--- config.mk ---
export PLATFORM = sky130hd
export DESIGN_NAME = irq_mode_ctrl
export DESIGN_NICKNAME = d
export VERILOG_FILES = /design/src/rtl/irq_mode_ctrl.sv
export SDC_FILE = /design/constraint.sdc
export NUM_CORES = 1
export LEC_CHECK = 0
export CAP_MARGIN = 20
export CORE_MARGIN = 2
export CORE_UTILIZATION = 40
export DETAILED_ROUTE_END_ITERATION = 7
export GPL_ROUTABILITY_DRIVEN = 1
export MAX_ROUTING_LAYER = met4
export PLACE_DENSITY = 0.79
export SLEW_MARGIN = 20
export SYNTH_ARGS = -nofsm -noshare
export SYNTH_HDL_FRONTEND = slang
export SYNTH_SLANG_ARGS = --single-unit
--- constraint.sdc ---
create_clock -name clk -period 1.69 [get_ports clk]
set_input_delay 0.169 -clock clk [delete_from_list [all_inputs] [get_ports clk]]
set_output_delay 0.169 -clock clk [all_outputs]
set_load 0.01 [all_outputs]
--- src/rtl/irq_mode_ctrl.sv ---
// Interrupt mode sequencer: edge-latches requests, enters one handler at an
// instruction boundary, drives mode/flush/redirect. Optional IRQ_SW_TRAP_EN adds a software trap input.

module irq_line (
    input  logic clk,
    input  logic rst_n,
    input  logic irq,
    input  logic clr,
    output logic pending
);
    logic irq_q;

    // A fresh edge on the same clock as the clear must not be lost, so set wins.
    always_ff @(posedge clk or negedge rst_n) begin
        if (!rst_n) begin
            irq_q   <= 1'b0;
            pending <= 1'b0;
        end else begin
            irq_q <= irq;
            if (irq && !irq_q)
                pending <= 1'b1;
            else if (clr)
                pending <= 1'b0;
        end
    end
endmodule

module irq_mode_ctrl #(
    parameter int              NUM_IRQ    = 4,
    parameter int              PC_W       = 16,
    parameter logic [PC_W-1:0] VEC_BASE   = 16'h0100,
    parameter logic [PC_W-1:0] VEC_STRIDE = 16'h0010
) (
    input  logic               clk,
    input  logic               rst_n,
    input  logic [NUM_IRQ-1:0] irq,
    input  logic [NUM_IRQ-1:0] irq_en,
    input  logic               instr_boundary,
    input  logic [PC_W-1:0]    pc_in,
    input  logic               iret,
`ifdef IRQ_SW_TRAP_EN
    input  logic               trap,
`endif
    output logic [1:0]         mode,
    output logic               flush,
    output logic               pc_load,
    output logic [PC_W-1:0]    pc_target,
    output logic [NUM_IRQ-1:0] irq_ack,
    output logic [2:0]         irq_id,
    output logic [PC_W-1:0]    epc
);
    localparam logic [2:0] ST_RST     = 3'd0;
    localparam logic [2:0] ST_USER    = 3'd1;
    localparam logic [2:0] ST_ENTER   = 3'd2;
    localparam logic [2:0] ST_HANDLER = 3'd3;
    localparam logic [2:0] ST_EXIT    = 3'd4;

    // One extra id bit so a trap id of NUM_IRQ=8 never aliases line 0 internally.
    localparam int ID_W = 4;

    logic [2:0]         state, state_nxt;
    logic [ID_W-1:0]    id_q;
    logic [PC_W-1:0]    epc_q;
    logic [NUM_IRQ-1:0] pending;
    logic [NUM_IRQ-1:0] eligible;
    logic [NUM_IRQ-1:0] clr;
    logic [ID_W-1:0]    sel_id;
    logic               take_irq;
    logic               take_trap;
    logic               enter;

    for (genvar i = 0; i < NUM_IRQ; i++) begin : g_line
        irq_line u_line (
            .clk     (clk),
            .rst_n   (rst_n),
            .irq     (irq[i]),
            .clr     (clr[i]),
            .pending (pending[i])
        );
    end

    // Lowest enabled pending line wins.
    always_comb begin
        eligible = pending & irq_en;
        sel_id   = '0;
        for (int i = NUM_IRQ - 1; i >= 0; i--)
            if (eligible[i]) sel_id = ID_W'(i);
    end

`ifdef IRQ_SW_TRAP_EN
    assign take_trap = (state == ST_USER) && trap;
`else
    assign take_trap = 1'b0;
`endif
    assign take_irq = (state == ST_USER) && instr_boundary && (|eligible);
    assign enter    = take_trap || take_irq;

    // A trap pre-empts line selection and leaves every line pending.
    always_comb begin
        for (int i = 0; i < NUM_IRQ; i++)
            clr[i] = take_irq && !take_trap && (sel_id == ID_W'(i));
    end

    always_comb begin
        state_nxt = state;
        case (state)
            ST_RST:     state_nxt = ST_USER;
            ST_USER:    if (enter) state_nxt = ST_ENTER;
            ST_ENTER:   state_nxt = ST_HANDLER;
            ST_HANDLER: if (iret) state_nxt = ST_EXIT;
            ST_EXIT:    state_nxt = ST_USER;
            default:    state_nxt = ST_RST;
        endcase
    end

    always_ff @(posedge clk or negedge rst_n) begin
        if (!rst_n) begin
            state <= ST_RST;
            id_q  <= '0;
            epc_q <= '0;
        end else begin
            state <= state_nxt;
            if (enter) begin
                id_q  <= take_trap ? ID_W'(NUM_IRQ) : sel_id;
                epc_q <= pc_in;
            end
        end
    end

    always_comb begin
        mode = 2'b00;
        case (state)
            ST_USER, ST_ENTER:   mode = 2'b01;
            ST_HANDLER, ST_EXIT: mode = 2'b10;
            default:             mode = 2'b00;
        endcase
    end

    assign flush   = (state == ST_ENTER) || (state == ST_EXIT);
    assign pc_load = flush;

    always_comb begin
        pc_target = '0;
        if (state == ST_ENTER)
            pc_target = VEC_BASE + PC_W'(id_q) * VEC_STRIDE;
        else if (state == ST_EXIT)
            pc_target = epc_q;
    end

    // Trap id never matches a line index, so its acknowledge stays zero.
    always_comb begin
        for (int i = 0; i < NUM_IRQ; i++)
            irq_ack[i] = (state == ST_ENTER) && (id_q == ID_W'(i));
    end

    assign irq_id = id_q[2:0];
    assign epc    = epc_q;
endmodule

==> reports/metrics.cfg <==
[outcome]
run_status = completed

[final_layout]
mostFrequentLayoutCell = clkdlybuf4s50_1
layout-drive-gt1-share_pct = 41.0
final_cell_mix = clkdlybuf4s50_1 (45), dfrtp_1 (27), mux2_4 (16), buf_2 (16), buf_4 (15)
fin_nets = 237
diodes = 0
synthToLayoutAreaGrowth_pct = 62.0
layout.cells.non_filler = 256

[clock_network]
clk-insertion-delay-late_ns = 0.34
cts_tree = done
cts_root_buffer = clkbuf_4
cts_buffer_depth = 2
clk_pin_slew_ns = 0.10
cts_buffers = 5
htree_levels = 2
cts_num_sinks = 29

[sta]
fin_setup_tns_ns = 0
setup_viol = 0
fin_worst_skew_ns = 0.00542
layout_min_cycle_time_ns = 1.66
post-route-period-util_pct = 98.2
hold_viol = 0
rsz0062_at_grt = true
timing.final.max_slew_violations = 0
hold_ws_ns = 0.224
fmax_ghz = 0.603

[global_routing]
grt_usage_pct = 21.4
grt_pass1_wl_um = 6500
grt_pass1_vias = 1318
grt_max_degree = 30
antenna_found_initial = 0
overflow = 0

[synth]
synthCells = 121
syn_avg_cell_area_um2 = 12.0
synthAdderAreaFrac_pct = 0
ys_seq_area_share_pct = 49.9
yosysTopAreaCell = dfrtp_1
ys.warnings.count = 0
synth.distinct_cells = 30
synth_top_area_share_pct = 49.9
syn-num-nets = 149
netlist_area_um2 = 1450
synthTopCellsByArea = dfrtp_1 (50%), mux2_4 (17%), and2_1 (5.6%)
synth_top_family_by_area = multiplexers
synthSimpleGateAreaFrac_pct = 15.9
synthXorXnorAreaFrac_pct = 0.602
synth_mux_area_share_pct = 16.5
synth-seq-cells = 29
synth-compound-area-share_pct = 9.81

[worst_hold_path]
hold_class = input pin to async pin

[placement]
dp_hpwl_um = 2850
dp_cells = 239
io_buffers = 69
place.gp.congestion = 0.779

[route]
num_vias = 1265
postRouteAntennaNets = 0
viasPerCell = 4.94
drt_iter0_markers = 56
wl_um = 4210
wl_per_cell_um = 16.4
dr.pass1.iters = 4
drc_errors = 0

[power_and_ir_drop]
p_per_area_nw_per_um2 = 1570
ir_drop_v = 0.000765
leakage_uw = 0.00111

[floorplanning]
die_w_um = 64.3
io_pins = 71
die_h_um = 64.3
core_area_um2 = 3420
design.die.area_um2 = 4130
start_util_pct = 42.6
fp-row-count = 21

[setup_path]
critPathKind = flop to output pin
cp.arrival_ns = 1.49
path_max_fanout = 8
endpoint_kind = output pin
worstPathRequired_ns = 1.52
start_kind = flop

[run]
max_cap_viol_count = 0

[per-layer routing]
metal  track usage (%)  vias up  wire length (um)
li1                  -      594                 -
met1              24.6      619              1670
met3              7.22        8               245
met2              35.5       44              2200
met4              6.65        0                91
met5                 -        -                 0
[final cells by class]
cell class                 instances  area (um^2)
multi-input combinational         78          706
fill                             254         1060
tap                               46         57.6
timing repair buffer              89          790
inverter                           6         22.5
sequential                        29          728
clock buffer                       6         41.3
clock inverter                     2         10.0
[stage by stage]
stage                     cell area, um^2  setup slack [ns]  power, uW  utilization (%)
final                                2350            0.0311       3710             68.9
after global routing                 2350           -0.0506       3940             68.9
after CTS                            2240           -0.0979       3540             65.6
after detailed placement             2210           -0.0235       3090             64.6
after global placement               2210           0.00984       3030             64.6
after floorplan                      1450             0.149       2220                -
[flip-flops by register name, summed over array words and instances, names as in the netlist]
signal,count
epc,16
g_line.u_line.irq_q,4
g_line.u_line.pending,4
state,3
id_q,2
[Yosys cell counts (all sizes together)]
cell type / number
nand3: 2
inv: 6
a21o: 1
mux2: 16
a22oi: 2
a32o: 1
nand2b: 2
conb: 1
o31ai: 1
o21ai: 2
or2b: 1
clkbuf: 2
a22o: 6
nand2: 7
and3: 1
and2b: 1
nor4: 4
xnor2: 1
and4bb: 1
and2: 13
nor2: 7
a21oi: 5
dfrtp: 29
buf: 6
nor2b: 1
nand4: 1
o21a: 1
[timing repair]
action | in CTS | in global routing
resized for setup | 102 | 23
cloned | 1 | 0
setup endpoints to repair | 24 | 40
pin swaps | 2 | 3
hold endpoints to repair | 0 | 0
buffers inserted | 3 | 5
hold buffers | 0 | 0
[cell families after synthesis]
family          after synthesis
other cells                   1
flops                        29
xor+xnor                      1
buf+inv                      14
mux                          16
compound gates               19
simple gates                 41
[report_power, final]
part	leakage, uW	total (uW)	switching [uW]	internal, uW
combinational	0.000744	2050	805	1240
clock	0.0000320	413	255	158
sequential	0.000333	1240	267	976
[final timing paths]
kind	cells after the start	start	slack, ns	to
max	4	state[0]$_DFFE_PN0P_	0.03	irq_ack[0]
min	2	rst_n	0.22	state[1]$_DFFE_PN0P_
max reg2reg	5	state[1]$_DFFE_PN0P_	0.04	epc[14]$_DFFE_PN0P_
min reg2reg	1	g_line[0].u_line.irq_q$_DFF_PN0_	0.42	g_line[0].u_line.pending$_DFFE_PN0P_
max in group asynchronous	2	rst_n	1.18	id_q[1]$_DFFE_PN0P_
min in group clk	1	irq[1]	0.30	g_line[1].u_line.irq_q$_DFF_PN0_
[critical path: stages (launching register included)]
cell	delay, ns
dfrtp_1	0.40
buf_4	0.15
buf_6	0.14
nor4_2	0.28
buf_2	0.18
Note: power is estimated with default switching activity, not from simulation.
